**src/rtl/fwd_rr_sched_pkg.sv**
```systemverilog
// Shared definitions for the forwarder round-robin scheduler: state encoding and tag sizing.
// The FWD_CLOG2 macro is here for files that need tag widths before the package is visible.
`ifndef FWD_CLOG2
`define FWD_CLOG2(x) (((x) <= 1) ? 1 : $clog2(x))
`endif

package fwd_rr_sched_pkg;

   typedef enum logic [1:0] {
      ST_IDLE  = 2'd0,
      ST_OFFER = 2'd1,
      ST_BUSY  = 2'd2
   } sched_state_e;

   // A tag must stay at least one bit wide, even for a degenerate single-core build.
   function automatic int clog2(input int n);
      return (n <= 1) ? 1 : $clog2(n);
   endfunction

endpackage

```
**src/rtl/fwd_rr_sched_if.sv**
```systemverilog
// Bundle of the forwarder-side and core-side handshake signals around fwd_rr_sched.
// The slave modport belongs to the scheduler; the master modport belongs to the forwarder and cores.
interface fwd_rr_sched_if #(
   parameter int N                  = 4,
   parameter int PACKMEM_ADDR_WIDTH = 8,
   parameter int PACKMEM_DATA_WIDTH = 64,
   parameter int PLEN_WIDTH         = 32
);
   logic [PACKMEM_ADDR_WIDTH-1:0]   addr;
   logic                            rd_en;
   logic [PACKMEM_DATA_WIDTH-1:0]   rd_data;
   logic                            rd_data_vld;
   logic [PLEN_WIDTH-1:0]           byte_len;
   logic                            done;
   logic                            rdy;
   logic                            ack;
   logic [PACKMEM_ADDR_WIDTH-1:0]   fwd_addr;
   logic [N-1:0]                    fwd_rd_en;
   logic [N*PACKMEM_DATA_WIDTH-1:0] fwd_rd_data;
   logic [N-1:0]                    fwd_rd_data_vld;
   logic [N*PLEN_WIDTH-1:0]         fwd_byte_len;
   logic [N-1:0]                    fwd_done;
   logic [N-1:0]                    rdy_for_fwd;
   logic [N-1:0]                    rdy_for_fwd_ack;

   modport slave (
      input  addr, rd_en, done, ack,
      input  fwd_rd_data, fwd_rd_data_vld, fwd_byte_len, rdy_for_fwd,
      output rd_data, rd_data_vld, byte_len, rdy,
      output fwd_addr, fwd_rd_en, fwd_done, rdy_for_fwd_ack
   );

   modport master (
      output addr, rd_en, done, ack,
      output fwd_rd_data, fwd_rd_data_vld, fwd_byte_len, rdy_for_fwd,
      input  rd_data, rd_data_vld, byte_len, rdy,
      input  fwd_addr, fwd_rd_en, fwd_done, rdy_for_fwd_ack
   );
endinterface

```
**src/rtl/fwd_rr_sched_rr_pick.sv**
```systemverilog
// Rotating-priority encoder: first requester at or after ptr, wrapping N-1 -> 0.
// Purely combinational so it can also serve snoop-side arbitration.
module rr_pick
   import fwd_rr_sched_pkg::*;
#(
   parameter int N      = 4,
   parameter int TAG_SZ = 2
) (
   input  logic [N-1:0]      req,
   input  logic [TAG_SZ-1:0] ptr,
   output logic [TAG_SZ-1:0] gnt_tag,
   output logic              any
);
   logic [2*N-1:0] req_dbl;
   logic [N-1:0]   req_rot;
   logic [TAG_SZ:0] sum;
   logic            found;

   // Rotating the doubled vector puts the requester at ptr into bit 0.
   assign req_dbl = {req, req} >> ptr;
   assign req_rot = req_dbl[N-1:0];
   assign any     = |req;

   always_comb begin
      gnt_tag = '0;
      found   = 1'b0;
      sum     = '0;
      for (int i = 0; i < N; i++) begin
         if (!found && req_rot[i]) begin
            found = 1'b1;
            sum   = {1'b0, ptr} + (TAG_SZ+1)'(i);
            // Wrap by compare-and-subtract so non-power-of-two N never aliases.
            if (sum >= (TAG_SZ+1)'(N)) begin
               sum = sum - (TAG_SZ+1)'(N);
            end
            gnt_tag = sum[TAG_SZ-1:0];
         end
      end
   end
endmodule

```
**src/rtl/fwd_rr_sched.sv**
```systemverilog
// Round-robin scheduler sharing one forwarder among N packet filter cores.
// Define FWD_SCHED_STATS_EN to add the pkt_cnt / stall_cnt statistics outputs.
module fwd_rr_sched
   import fwd_rr_sched_pkg::*;
#(
   parameter int N                  = 4,
   parameter int TAG_SZ             = clog2(N),
   parameter int PACKMEM_ADDR_WIDTH = 8,
   parameter int PACKMEM_DATA_WIDTH = 64,
   parameter int PLEN_WIDTH         = 32
) (
   input  logic           clk,
   input  logic           rst,
   fwd_rr_sched_if.slave  bus
`ifdef FWD_SCHED_STATS_EN
   ,
   output logic [31:0]    pkt_cnt,
   output logic [31:0]    stall_cnt
`endif
);
   sched_state_e      state_q, state_d;
   logic [TAG_SZ-1:0] ptr_q, ptr_d;
   logic [TAG_SZ-1:0] tag_q, tag_d;
   logic              rdy_q, rdy_d;
   logic [TAG_SZ-1:0] pick_tag;
   logic              pick_any;
   logic [N-1:0]      tag_oh;
   logic              tag_req;
   logic              ack_fire;
   logic              done_fire;
   logic              rd_fire;

   logic [PACKMEM_DATA_WIDTH-1:0] data_arr [N];
   logic [PLEN_WIDTH-1:0]         len_arr  [N];

   generate
      for (genvar gi = 0; gi < N; gi++) begin : g_unpack
         assign data_arr[gi] = bus.fwd_rd_data[gi*PACKMEM_DATA_WIDTH +: PACKMEM_DATA_WIDTH];
         assign len_arr[gi]  = bus.fwd_byte_len[gi*PLEN_WIDTH +: PLEN_WIDTH];
      end
   endgenerate

   rr_pick #(
      .N      (N),
      .TAG_SZ (TAG_SZ)
   ) u_pick (
      .req     (bus.rdy_for_fwd),
      .ptr     (ptr_q),
      .gnt_tag (pick_tag),
      .any     (pick_any)
   );

   assign tag_oh  = N'(1) << tag_q;
   assign tag_req = bus.rdy_for_fwd[tag_q];

   // Pulses are suppressed while rst is high so a mid-packet reset emits no ack/done.
   assign ack_fire  = !rst && (state_q == ST_OFFER) && bus.ack && tag_req;
   assign done_fire = !rst && (state_q == ST_BUSY) && bus.done;
   assign rd_fire   = !rst && (state_q == ST_BUSY) && bus.rd_en;

   always_comb begin
      state_d = state_q;
      ptr_d   = ptr_q;
      tag_d   = tag_q;
      rdy_d   = rdy_q;
      case (state_q)
         ST_IDLE: begin
            if (pick_any) begin
               tag_d   = pick_tag;
               state_d = ST_OFFER;
               rdy_d   = 1'b1;
            end
         end
         ST_OFFER: begin
            // A core withdrawing its packet cancels the offer without touching ptr.
            if (!tag_req) begin
               state_d = ST_IDLE;
               rdy_d   = 1'b0;
            end else if (bus.ack) begin
               state_d = ST_BUSY;
               rdy_d   = 1'b0;
            end
         end
         ST_BUSY: begin
            if (bus.done) begin
               ptr_d   = (tag_q == TAG_SZ'(N-1)) ? '0 : tag_q + TAG_SZ'(1);
               state_d = ST_IDLE;
            end
         end
         default: begin
            state_d = ST_IDLE;
            rdy_d   = 1'b0;
         end
      endcase
   end

   always_ff @(posedge clk) begin
      if (rst) begin
         state_q <= ST_IDLE;
         ptr_q   <= '0;
         tag_q   <= '0;
         rdy_q   <= 1'b0;
      end else begin
         state_q <= state_d;
         ptr_q   <= ptr_d;
         tag_q   <= tag_d;
         rdy_q   <= rdy_d;
      end
   end

   // Read data follows tag_q in every state so late returns after done still reach the forwarder.
   assign bus.rdy             = rdy_q;
   assign bus.fwd_addr        = bus.addr;
   assign bus.byte_len        = (state_q == ST_IDLE) ? '0 : len_arr[tag_q];
   assign bus.rd_data         = data_arr[tag_q];
   assign bus.rd_data_vld     = !rst && bus.fwd_rd_data_vld[tag_q];
   assign bus.fwd_rd_en       = rd_fire   ? tag_oh : '0;
   assign bus.fwd_done        = done_fire ? tag_oh : '0;
   assign bus.rdy_for_fwd_ack = ack_fire  ? tag_oh : '0;

`ifdef FWD_SCHED_STATS_EN
   logic [31:0] pkt_cnt_q, pkt_cnt_d;
   logic [31:0] stall_cnt_q, stall_cnt_d;

   always_comb begin
      pkt_cnt_d   = pkt_cnt_q;
      stall_cnt_d = stall_cnt_q;
      if (done_fire) begin
         pkt_cnt_d = pkt_cnt_q + 32'd1;
      end
      if ((state_q == ST_OFFER) && !bus.ack && (stall_cnt_q != '1)) begin
         stall_cnt_d = stall_cnt_q + 32'd1;
      end
   end

   always_ff @(posedge clk) begin
      if (rst) begin
         pkt_cnt_q   <= '0;
         stall_cnt_q <= '0;
      end else begin
         pkt_cnt_q   <= pkt_cnt_d;
         stall_cnt_q <= stall_cnt_d;
      end
   end

   assign pkt_cnt   = pkt_cnt_q;
   assign stall_cnt = stall_cnt_q;
`endif
endmodule

```
**src/flat_wrapper.sv**
```systemverilog
// flat-port wrapper written by rule: the top's interface ports become plain ports
module fwd_rr_sched_flat import fwd_rr_sched_pkg::*;
#(
   parameter int N                  = 4,
   parameter int TAG_SZ             = clog2(N),
   parameter int PACKMEM_ADDR_WIDTH = 8,
   parameter int PACKMEM_DATA_WIDTH = 64,
   parameter int PLEN_WIDTH         = 32
)
  (clk, rst, bus_addr, bus_rd_en, bus_done, bus_ack, bus_fwd_rd_data, bus_fwd_rd_data_vld, bus_fwd_byte_len, bus_rdy_for_fwd, bus_rd_data, bus_rd_data_vld, bus_byte_len, bus_rdy, bus_fwd_addr, bus_fwd_rd_en, bus_fwd_done, bus_rdy_for_fwd_ack);
  fwd_rr_sched_if #(.N(N), .PACKMEM_ADDR_WIDTH(PACKMEM_ADDR_WIDTH), .PACKMEM_DATA_WIDTH(PACKMEM_DATA_WIDTH), .PLEN_WIDTH(PLEN_WIDTH)) bus_i ();
  input  logic clk;
  input  logic rst;
  input wire logic [$bits(bus_i.addr)-1:0] bus_addr;
  input wire logic [$bits(bus_i.rd_en)-1:0] bus_rd_en;
  input wire logic [$bits(bus_i.done)-1:0] bus_done;
  input wire logic [$bits(bus_i.ack)-1:0] bus_ack;
  input wire logic [$bits(bus_i.fwd_rd_data)-1:0] bus_fwd_rd_data;
  input wire logic [$bits(bus_i.fwd_rd_data_vld)-1:0] bus_fwd_rd_data_vld;
  input wire logic [$bits(bus_i.fwd_byte_len)-1:0] bus_fwd_byte_len;
  input wire logic [$bits(bus_i.rdy_for_fwd)-1:0] bus_rdy_for_fwd;
  output wire logic [$bits(bus_i.rd_data)-1:0] bus_rd_data;
  output wire logic [$bits(bus_i.rd_data_vld)-1:0] bus_rd_data_vld;
  output wire logic [$bits(bus_i.byte_len)-1:0] bus_byte_len;
  output wire logic [$bits(bus_i.rdy)-1:0] bus_rdy;
  output wire logic [$bits(bus_i.fwd_addr)-1:0] bus_fwd_addr;
  output wire logic [$bits(bus_i.fwd_rd_en)-1:0] bus_fwd_rd_en;
  output wire logic [$bits(bus_i.fwd_done)-1:0] bus_fwd_done;
  output wire logic [$bits(bus_i.rdy_for_fwd_ack)-1:0] bus_rdy_for_fwd_ack;
  assign bus_i.addr = bus_addr;
  assign bus_i.rd_en = bus_rd_en;
  assign bus_i.done = bus_done;
  assign bus_i.ack = bus_ack;
  assign bus_i.fwd_rd_data = bus_fwd_rd_data;
  assign bus_i.fwd_rd_data_vld = bus_fwd_rd_data_vld;
  assign bus_i.fwd_byte_len = bus_fwd_byte_len;
  assign bus_i.rdy_for_fwd = bus_rdy_for_fwd;
  assign bus_rd_data = bus_i.rd_data;
  assign bus_rd_data_vld = bus_i.rd_data_vld;
  assign bus_byte_len = bus_i.byte_len;
  assign bus_rdy = bus_i.rdy;
  assign bus_fwd_addr = bus_i.fwd_addr;
  assign bus_fwd_rd_en = bus_i.fwd_rd_en;
  assign bus_fwd_done = bus_i.fwd_done;
  assign bus_rdy_for_fwd_ack = bus_i.rdy_for_fwd_ack;
  fwd_rr_sched #(.N(N), .TAG_SZ(TAG_SZ), .PACKMEM_ADDR_WIDTH(PACKMEM_ADDR_WIDTH), .PACKMEM_DATA_WIDTH(PACKMEM_DATA_WIDTH), .PLEN_WIDTH(PLEN_WIDTH)) u_core (.clk(clk), .rst(rst), .bus(bus_i));
endmodule
```
**config.mk**
```make
export PLATFORM = sky130hd
export DESIGN_NAME = fwd_rr_sched_flat
export DESIGN_NICKNAME = d
export VERILOG_FILES = /design/src/rtl/fwd_rr_sched_pkg.sv /design/src/rtl/fwd_rr_sched_if.sv /design/src/rtl/fwd_rr_sched_rr_pick.sv /design/src/rtl/fwd_rr_sched.sv /design/src/flat_wrapper.sv
export SDC_FILE = /design/constraint.sdc
export NUM_CORES = 1
export LEC_CHECK = 0
export CAP_MARGIN = 20
export CELL_PAD_IN_SITES_DETAIL_PLACEMENT = 0
export CELL_PAD_IN_SITES_GLOBAL_PLACEMENT = 1
export CORE_AREA = 2 2 202 204
export CTS_BUF_LIST = sky130_fd_sc_hd__clkbuf_4 sky130_fd_sc_hd__clkbuf_8
export CTS_CLUSTER_SIZE = 16
export DETAILED_ROUTE_END_ITERATION = 12
export DIE_AREA = 0 0 204 206
export PLACE_DENSITY_LB_ADDON = 0.1
export SETUP_SLACK_MARGIN = 0.1
export SYNTH_ARGS = -nofsm -noshare
export SYNTH_HDL_FRONTEND = slang
export SYNTH_SLANG_ARGS = --single-unit
```
**constraint.sdc**
```tcl
create_clock -name clk -period 1.9 [get_ports clk]
set_input_delay 0.38 -clock clk [delete_from_list [all_inputs] [get_ports clk]]
set_output_delay 0.38 -clock clk [all_outputs]
set_load 0.01 [all_outputs]
```
=== Yosys cells after proc, flatten, opt, wreduce, memory -nomap -nowiden ===
Index checks and enable logic that the tools add are counted.
Widths: inputs -> output; s select.

* $add $sub $neg: 8
* $lt $le $gt $ge: 6
* Eq/ne operators: 6
* Shifts and indexed selects: 2
* Muxes and demuxes: 35
* Bitwise gates (word level): 2
* Reduce and logical (&&, ||, !) cells: 20

{| class="wikitable"
|+ Operator list
! kind !! number
|-
| $bmux 64 s2 || 1
|-
| $mux 64 || 2
|-
| $mux 32 || 3
|-
| $bmux 32 s2 || 1
|-
| $mux 2 || 13
|-
| $ge 3x3->1 const B || 4
|-
| $mux 4 || 3
|-
| $logic_and 1x1->1 || 10
|-
| $mux 1 || 8
|-
| $shr 8x2->4 || 1
|-
| $sub 2x1->2 const B || 4
|-
| $add 2x2->3 const B || 2
|-
| $pmux 2 s3 || 1
|-
| $reduce_and 3->1 || 2
|-
| $bmux 1 s2 || 2
|-
| $eq 2x2->1 const B || 2
|-
| $logic_not 1->1 || 4
|-
| $reduce_and 2->1 || 2
|-
| $reduce_or 4->1 || 1
|-
| $shl 1x2->4 const A || 1
|-
| $add 2x1->3 const B || 1
|-
| $ge 2x3->1 const B || 1
|-
| $lt 2x3->1 const B || 1
|-
| $ne 3x3->1 const B || 1
|-
| 8 further kinds || 8
|}

* Register bits: 7
* Input bits: 405
* Output and inout bits: 118
* Word-level logic and storage cells: 83

=== Longest topological paths before layout ===
Gate-level depths: netlist of run 1.

* Depth after elaboration: 11
* Depth in mapped cells: 7
* Mapped depth without buffers: 4

=== Hierarchy ===
From an unflattened synthesis of run 1, not the netlist that was laid out.

* Cell total of the unflattened synthesis: 229
* Area total of the unflattened synthesis: 3144.3 µm²

{| class="wikitable"
|+ By module, submodules not included
! module !! times used !! cells an instance !! area each (µm²)
|-
| fwd_rr_sched || 1 || 217 || 3070.4
|-
| rr_pick || 1 || 12 || 73.8
|}

=== Worst setup path after synthesis of run 1 ===
OpenSTA, ideal clock, no wires.

* Path kind: reg2out
* Start: register u_core.tag_q[0]
* End: output bus_rdy_for_fwd_ack[0]
* Data arrival time: 1.393 ns
* Data required time: 1.520 ns
* Setup slack: 0.127 ns
* Cell stages (with the launch flop): 7
* Buffers on the path: 3
* Path through: dfxtp_1 buf_6 buf_12 buf_12 nor3b_1 a22oi_2 nor3b_1

* Word-level cells in the longest chain between the ends: 4

{| class="wikitable"
|+ RTL lines
! item !! line !! text
|-
| start: declaration || fwd_rr_sched.sv:23 || <nowiki>logic [TAG_SZ-1:0] tag_q, tag_d;</nowiki>
|-
| start signal: assignment || fwd_rr_sched.sv:106 || <nowiki>tag_q <= tag_d;</nowiki>
|-
| $bmux 1 s2 || fwd_rr_sched.sv:54 || <nowiki>assign tag_req = bus.rdy_for_fwd[tag_q];</nowiki>
|-
| $mux 1 (not written as such) || fwd_rr_sched.sv:54 ||
|-
| $logic_and 1x1->1 || fwd_rr_sched.sv:57 || <nowiki>assign ack_fire = !rst && (state_q == ST_OFFER) && bus.ack && tag_req;</nowiki>
|-
| $mux 4 (*) || fwd_rr_sched.sv:119 || <nowiki>assign bus.rdy_for_fwd_ack = ack_fire ? tag_oh : '0;</nowiki>
|-
| end: declaration || flat_wrapper.sv:29 || <nowiki>output wire logic [$bits(bus_i.rdy_for_fwd_ack)-1:0] bus_rdy_for_fwd_ack;</nowiki>
|}

Mark *: on every way between the ends. The rest lies on a longest branch, timed or not. The select of a mux whose other input is x is not followed.

=== Worst setup path after layout of run 1 ===
* Start: register u_core.tag_q[0]
* End: output bus_rd_data[19]

* Word-level cells in the longest chain between the ends: 4

{| class="wikitable"
|+ RTL lines
! item !! line !! text
|-
| $not 2->3 (not written as such) || fwd_rr_sched.sv:115 || <nowiki>assign bus.rd_data = data_arr[tag_q];</nowiki>
|-
| $bmux 64 s2 || fwd_rr_sched.sv:115 ||
|-
| $mux 64 (not written as such) (2 in series) || fwd_rr_sched.sv:115 ||
|-
| end: declaration || flat_wrapper.sv:22 || <nowiki>output wire logic [$bits(bus_i.rd_data)-1:0] bus_rd_data;</nowiki>
|}

No other way between the ends. The select of a mux whose other input is x is not followed.

==> results of run 1 <==
power breakdown:
group | switching (mW) | internal, mW | total, mW
clock | 0.0687 | 0.142 | 0.211
sequential | 0.0172 | 0.157 | 0.174
combinational | 0.876 | 1.77 | 2.65
kinds of logic (layout without fill, tap and decap cells):
logic type      after synthesis  after routing  synth area share, %
other cells                   0              5                    0
buf+inv                      40            597                 8.33
simple gates                 64             64                 13.2
fa+ha+maj                     4              4                 1.54
mux                         101            101                 68.6
flops                         7              7                 4.32
compound gates               15             15                 3.93
cells in the final DEF (no fill, tap or decap), types with 3 or more instances in the layout:
| cell | count |
|---|---|
| a21oi_1 | 4 |
| dfxtp_1 | 5 |
| nor3b_2 | 5 |
| nor2b_2 | 3 |
| buf_12 | 16 |
| nor2b_1 | 30 |
| clkbuf_8 | 3 |
| ha_4 | 4 |
| nand2_1 | 3 |
| buf_4 | 37 |
| diode_2 | 5 |
| mux4_2 | 97 |
| clkdlybuf4s50_1 | 396 |
| and3_4 | 7 |
| clkbuf_2 | 3 |
| buf_16 | 6 |
| buf_2 | 48 |
| buf_6 | 74 |
| buf_8 | 6 |
| nand2b_1 | 3 |
| inv_1 | 3 |
final timing paths:
kind,start,end,slack (ns),depth (start not counted)
worst max register to register,u_core.tag_q[0],u_core.ptr_q[0],0.26,7
worst min register to register,u_core.ptr_q[0],u_core.ptr_q[0],0.51,2
worst max-delay path,u_core.tag_q[0],bus_rd_data[19],-0.31,7
worst min-delay path,u_core.ptr_q[0],u_core.ptr_q[0],0.51,2
what timing repair did:
item | CTS | global route
setup buffers | 28 | 4
pin swaps | 5 | 5
setup endpoints to repair | 109 | 111
resized for setup | 553 | 39
cloned | 7 | 0
cell usage after synthesis (all sizes together):
cell type  number
mux4           97
nor2b          34
buf            30
and3            8
dfxtp           7
nor3b           7
clkbuf          6
a21oi           4
ha              4
inv             4
nand2           3
nand2b          3
nor2            3
a211o           2
a211oi          2
a22oi           2
mux2            2
mux2i           2
o41ai           2
a311oi          1
and3b           1
and4bb          1
nand3b          1
nor4b           1
o211ai          1
o22ai           1
or3             1
or4             1
stage by stage:
step	cells	setup TNS, ns	setup WS, ns	hold slack (ns)
final	1325	-19.13	-0.309	0.509
after global routing	1322	-26.98	-0.387	0.527
after CTS	1319	-24.76	-0.339	0.508
after detailed placement	1281	-37.11	-0.491	0.501
after global placement	1281	-36.52	-0.518	0.497
after floorplan	231	0	0.127	0.453
registers in the layout (all words and copies together), names as in the netlist:
name	cells
u_core.ptr_q	2
u_core.state_q	2
u_core.bus.rdy	1
u_core.tag_q	2
layer usage:
layer / up-vias / share of wire (%) / global-route usage, % / wire [µm]
met5: - / 0.095 / 0 / 27
met4: 4 / 1.1 / 1.84 / 306
met3: 16 / 9.6 / 3.55 / 2730
met2: 299 / 55 / 25.6 / 15700
met1: 2341 / 34 / 13.1 / 9730
li1: 2132 / - / - / -
final cells by class:
type / instances / share of cell area [%]
clock buffer: 3 / 0.420
tap: 532 / 6.78
sequential: 7 / 1.50
antenna: 5 / 0.127
inverter: 4 / 0.204
multi-input combinational: 184 / 30.3
clock inverter: 1 / 0.0509
timing repair buffer: 589 / 60.6
critical path, cell delays in order, from the launching register on:
cell     delay (ns)
dfxtp_4        0.41
buf_4          0.13
buf_6          0.09
buf_12         0.10
buf_8          0.12
buf_6          0.09
mux4_2         0.51
buf_6          0.15
==> flow_summary.html, run 1 <==
<table>
<tr><th>Metric</th><th>Value</th></tr>
<tr><th colspan="2">Floorplan</th></tr>
<tr><td>Die outline area</td><td>0.0420 mm²</td></tr>
<tr><td>Initial Util</td><td>8.07%</td></tr>
<tr><td>Number of top-level pins</td><td>523</td></tr>
<tr><td>Die X-Extent</td><td>204 µm</td></tr>
<tr><td>Height of the die</td><td>206 µm</td></tr>
<tr><td>Core area</td><td>0.0402 mm²</td></tr>
<tr><td>Site row count</td><td>74</td></tr>
<tr><th colspan="2">Worst setup path</th></tr>
<tr><td>Required arrival time at the worst endpoint</td><td>1.52 ns</td></tr>
<tr><td>Critical path arrival</td><td>1.83 ns</td></tr>
<tr><td>Worst-path maximum fanout</td><td>6</td></tr>
<tr><td>Setup crit end kind</td><td>output port</td></tr>
<tr><td>Critical path class</td><td>reg -&gt; out</td></tr>
<tr><td>Nature of the critical path startpoint</td><td>register</td></tr>
<tr><th colspan="2">Finish</th></tr>
<tr><td>Post-layout nets</td><td>1198</td></tr>
<tr><td>Area of all placed cells without fillers</td><td>0.00982 mm²</td></tr>
<tr><td>Number of inserted filler cells in the final layout</td><td>4315</td></tr>
<tr><td>Post-layout utilization of the core</td><td>24.4%</td></tr>
<tr><td>Fraction of final layout cells sized beyond drive strength 1</td><td>41.4%</td></tr>
<tr><td>Multi-input gate area in the final layout</td><td>0.00298 mm²</td></tr>
<tr><td>Storage cell area</td><td>148 µm²</td></tr>
<tr><td>Layout overhead on the synthesized area</td><td>203%</td></tr>
<tr><th colspan="2">STA</th></tr>
<tr><td>Upper clock frequency limit</td><td>453 MHz</td></tr>
<tr><td>Worst setup margin</td><td>-0.309 ns</td></tr>
<tr><td>Period Utilization, post-route</td><td>116%</td></tr>
<tr><td>Transition at the pin with the smallest max-transition slack</td><td>0.291 ns</td></tr>
<tr><td>Unrepaired setup endpoints after global routing</td><td>true</td></tr>
<tr><td>Number of failing hold endpoints at the final stage</td><td>0</td></tr>
<tr><td>Slew Limit Headroom</td><td>80.6%</td></tr>
<tr><td>Worst clock skew on the final layout</td><td>0.00621 ns</td></tr>
<tr><td>Number of failing setup endpoints in the final timing report</td><td>107</td></tr>
<tr><td>Slew Limit Fails</td><td>0</td></tr>
<tr><td>Post-layout min period</td><td>2.21 ns</td></tr>
<tr><th colspan="2">Route</th></tr>
<tr><td>Count of nets left with antenna violations after detail routing</td><td>0</td></tr>
<tr><td>Drt drc</td><td>0</td></tr>
<tr><td>Number of vias per cell</td><td>3.62</td></tr>
<tr><td>Vias after detailed routing</td><td>4792</td></tr>
<tr><td>Routed Wire Length</td><td>28500 µm</td></tr>
<tr><td>DR WL/cell</td><td>21.5 µm</td></tr>
<tr><td>First-pass iteration count of the detailed router</td><td>6</td></tr>
<tr><td>DRC violation total after the first TritonRoute iteration</td><td>144</td></tr>
<tr><th colspan="2">Yosys</th></tr>
<tr><td>Instance count of the mapped netlist</td><td>231</td></tr>
<tr><td>Post-synthesis sequential area ratio</td><td>4.32%</td></tr>
<tr><td>Leading cell types by total area after synthesis</td><td>mux4_2, nor2b_1, dfxtp_1, buf_4, nor3b_1</td></tr>
<tr><td>Post-synthesis net count</td><td>640</td></tr>
<tr><td>Flops &amp; latches, synth</td><td>7</td></tr>
<tr><td>Proportion of netlist area held by the largest area contributor</td><td>67.3%</td></tr>
<tr><td>Synth warnings</td><td>0</td></tr>
<tr><td>Yosys cell types</td><td>33</td></tr>
<tr><td>Post-synth top area cell</td><td>mux4_2</td></tr>
<tr><td>Average footprint of a synthesized cell</td><td>14.0 µm²</td></tr>
<tr><td>Cell area after technology mapping</td><td>0.00324 mm²</td></tr>
<tr><th colspan="2">Global route</th></tr>
<tr><td>Number of global-route vias before repair</td><td>5421</td></tr>
<tr><td>Number of antenna violations at the first check in global routing</td><td>7</td></tr>
<tr><td>Leftover overflow at the end of global routing</td><td>0</td></tr>
<tr><td>Global-route wire length before repair</td><td>38700 µm</td></tr>
<tr><td>Gr usage total</td><td>12.7%</td></tr>
<tr><td>Largest net degree at the start of global routing</td><td>33</td></tr>
<tr><th colspan="2">Place</th></tr>
<tr><td>Final estimated routing congestion in global placement</td><td>0.870</td></tr>
<tr><td>Half-perimeter wire length after placement</td><td>24100 µm</td></tr>
<tr><td>Area after detailed placement</td><td>0.00924 mm²</td></tr>
<tr><td># port buffers</td><td>506</td></tr>
<tr><th colspan="2">Pwr</th></tr>
<tr><td>Worst voltage drop across the vdd grid</td><td>0.117 mV</td></tr>
<tr><td>Static leakage power</td><td>3.55 nW</td></tr>
<tr><td>Power after layout</td><td>3.03 mW</td></tr>
<tr><td>Power per Cell Area</td><td>309 mW/mm²</td></tr>
<tr><th colspan="2">Worst hold path</th></tr>
<tr><td>Tightest Hold Check Type</td><td>reg -&gt; reg</td></tr>
<tr><th colspan="2">CTS</th></tr>
<tr><td>TritonCTS clock tree</td><td>yes</td></tr>
<tr><td>Number of buffers created by CTS</td><td>3</td></tr>
<tr><td>H-tree Lvls</td><td>1</td></tr>
<tr><td>Post-CTS clock slew at the launch and capture registers of the worst setup and hold paths</td><td>0.05 ns</td></tr>
<tr><td>Maximum root-to-sink buffer count</td><td>2</td></tr>
<tr><td>Number of sinks on the clock net</td><td>7</td></tr>
<tr><td>Root Buffer</td><td>clkbuf_8</td></tr>
<tr><td>Clk_lat worst skew</td><td>0.23 ns</td></tr>
<tr><td>Number of buffers inserted by hold repair at cts</td><td>0</td></tr>
<tr><th colspan="2">Outcome</th></tr>
<tr><td>Run status</td><td>finished, violations left</td></tr>
<tr><td>Violations in the final reports</td><td>negative setup slack</td></tr>
<tr><th colspan="2">Flow run</th></tr>
<tr><td>Max-cap viol count</td><td>0</td></tr>
</table>
(Power assumes the default switching activity.)
==> run 2: changes to the inputs <==
--- a/config.mk
+++ b/config.mk
@@ -10,6 +10,7 @@
 export CELL_PAD_IN_SITES_GLOBAL_PLACEMENT = 1
 export CORE_AREA = 2 2 202 204
 export CTS_BUF_LIST = sky130_fd_sc_hd__clkbuf_4 sky130_fd_sc_hd__clkbuf_8
+export CTS_CLUSTER_DIAMETER = 40
 export CTS_CLUSTER_SIZE = 16
 export DETAILED_ROUTE_END_ITERATION = 12
 export DIE_AREA = 0 0 204 206
==> results of run 2 <==
Same layout as run 1: the final DEF is identical, and so are final timing and power.
==> RTL change, RTL diff (settings of run 1) <==
`N` is set to 4 in 4 places; all go to 2.
--- a/src/rtl/fwd_rr_sched_if.sv
+++ b/src/rtl/fwd_rr_sched_if.sv
@@ -3,3 +3,3 @@
 interface fwd_rr_sched_if #(
-   parameter int N                  = 4,
+   parameter int N                  = 2,
    parameter int PACKMEM_ADDR_WIDTH = 8,
--- a/src/rtl/fwd_rr_sched_rr_pick.sv
+++ b/src/rtl/fwd_rr_sched_rr_pick.sv
@@ -5,3 +5,3 @@
 #(
-   parameter int N      = 4,
+   parameter int N      = 2,
    parameter int TAG_SZ = 2
--- a/src/rtl/fwd_rr_sched.sv
+++ b/src/rtl/fwd_rr_sched.sv
@@ -5,3 +5,3 @@
 #(
-   parameter int N                  = 4,
+   parameter int N                  = 2,
    parameter int TAG_SZ             = clog2(N),
--- a/src/flat_wrapper.sv
+++ b/src/flat_wrapper.sv
@@ -3,3 +3,3 @@
 #(
-   parameter int N                  = 4,
+   parameter int N                  = 2,
    parameter int TAG_SZ             = clog2(N),
Ports: changed (7 resized); port bits go from 523 to 321. The function was not compared with the original's and may differ.
==> RTL change against run 1 <==
- the flow still finishes with violations (setup timing)
- clock skew shrank 0.0055 ns
- synthesized area shrank 50%
- sequential cell count shrank 2
- sequential share of layout area grew 0.33 points
- clock power is essentially flat
- worst setup slack gained 0.24 ns
- first-iteration DRC count shrank 63%
- wire length shrank 50%
- design area shrank 41%
- total power shrank 44%
- die area is the same
- critical path type unchanged
==> RTL change: results (changes against run 1) <==
| Step | Metric | Reported | vs run 1 |
| --- | --- | --- | --- |
| run status | Outcome | finished, violations left |  |
| run status | Failing checks | setup timing |  |
| final layout | Nonclk inv count | 1 | -3 |
| placement | Placement Cell Area | 5470 um^2 | -41% |
| yosys | Synthesized-area fraction occupied by ao, oa, aoi and oai cells | 4.00% | +0.066 points |
| critical path | Critical Path Sink | bus_rd_data[22] |  |
| routing | Wire length on met3 | 1890 um | -31% |
| placement | Half-perimeter wire length after detailed placement | 11,100 um | -54% |
| final layout | Number of non-clock buffers | 367 | -38% |
| critical path | Logic depth of the worst register-to-register path | 4 | -3 |
| yosys | Mapped cell area | 1630 um^2 | -50% |
| placement | GPL Wtd Cong | 0.791 | -9.2% |
| final layout | Multi-input combinational cell count | 161 | -13% |
| routing | Violation count after the first detailed-route iteration | 53 | -63% |
| timing | Max Fclk | 509 MHz | +12% |
| timing | Slew @ Worst Pin | 0.251 ns | -0.0399 ns |
| global routing | Total track usage | 5.32% | -7.4 points |
| yosys | Sequential cell area fraction in the yosys report | 6.15% | +1.8 points |
| routing | Routed via count | 2,927 | -39% |
| timing | Post-route setup slack | -0.0663 ns | +0.243 ns |
| final layout | Share of cells above drive strength 1 | 40.9% | -0.48 points |
| yosys | Mux share of post-synthesis cell area | 65.2% | -3.4 points |
| final layout | Layout clock buffer count | 4 | +1 |
| pwr | Cell Pwr Density | 293 nW/um^2 | -5.0% |
| routing | Routed met2 length | 7180 um | -54% |
| yosys | Adder-cell area share of the yosys netlist | 0% | -1.5 points |
| pwr | Sequential logic power | 0.125 mW | -28% |
| global routing | Initial antenna violation count | 2 | -5 |
| clocking | Gates resized, CTS repair | 127 | -77% |
| critical path | CP max stage cell | dfxtp_4 |  |
| global routing | Met2 usage in global routing | 10.2% | -15 points |
| timing | Count of final setup violators | 23 | -79% |
| yosys | Synth area leaders | mux2_2 44%, mux2i_1 21%, nor2_1 8.5% |  |
| yosys | Post-Synthesis Net Count | 402 | -37% |
| critical path | Startpoint of the most critical setup path | u_core.tag_q$_SDFFE_PP0P_ |  |
| routing | WL met1 | 4980 um | -49% |
| pwr | Leakage Power | 2.49 nW | -30% |
| final layout | Antenna diode count | 1 | -4 |
| critical path | Largest incremental delay on the critical path | 0.41 ns | -0.10 ns |
| final layout | Area added between synthesis and finish | 257% |  |
| critical path | CP arrival | 1.59 ns | -0.24 ns |
| final layout | Proportion of final cell area spent on non-clock buffers | 61.2% | +0.53 points |
| placement | Number of input and output port buffers inserted | 304 | -40% |
| pwr | Worst voltage drop across the vdd grid | 91.9 uV | -21% |
| routing | Wire per inst | 13.2 um | -39% |
| pwr | Share of total power consumed by net switching | 31.6% | -0.10 points |
| timing | Final total negative setup slack | -0.688 ns | +18.44 ns |
[RTL change: how the worst min path moves through the flow]
stage	slack [ns]	start	endpoint
after detailed placement	0.50	u_core.bus.rdy$_SDFFE_PP0P_	u_core.bus.rdy$_SDFFE_PP0P_
after CTS	0.51	u_core.bus.rdy$_SDFFE_PP0P_	u_core.bus.rdy$_SDFFE_PP0P_
after floorplan	0.49	u_core.bus.rdy$_SDFFE_PP0P_	u_core.bus.rdy$_SDFFE_PP0P_
after global placement	0.50	u_core.bus.rdy$_SDFFE_PP0P_	u_core.bus.rdy$_SDFFE_PP0P_
after global routing	0.54	u_core.bus.rdy$_SDFFE_PP0P_	u_core.bus.rdy$_SDFFE_PP0P_
final	0.49	u_core.bus.rdy$_SDFFE_PP0P_	u_core.bus.rdy$_SDFFE_PP0P_
[RTL change: metrics by stage]
stage                     cells  hold slack [ns]
after floorplan             193            0.487
after global placement     1027            0.497
after detailed placement   1027            0.501
after CTS                  1031            0.506
after global routing       1070            0.543
final                      1071            0.492
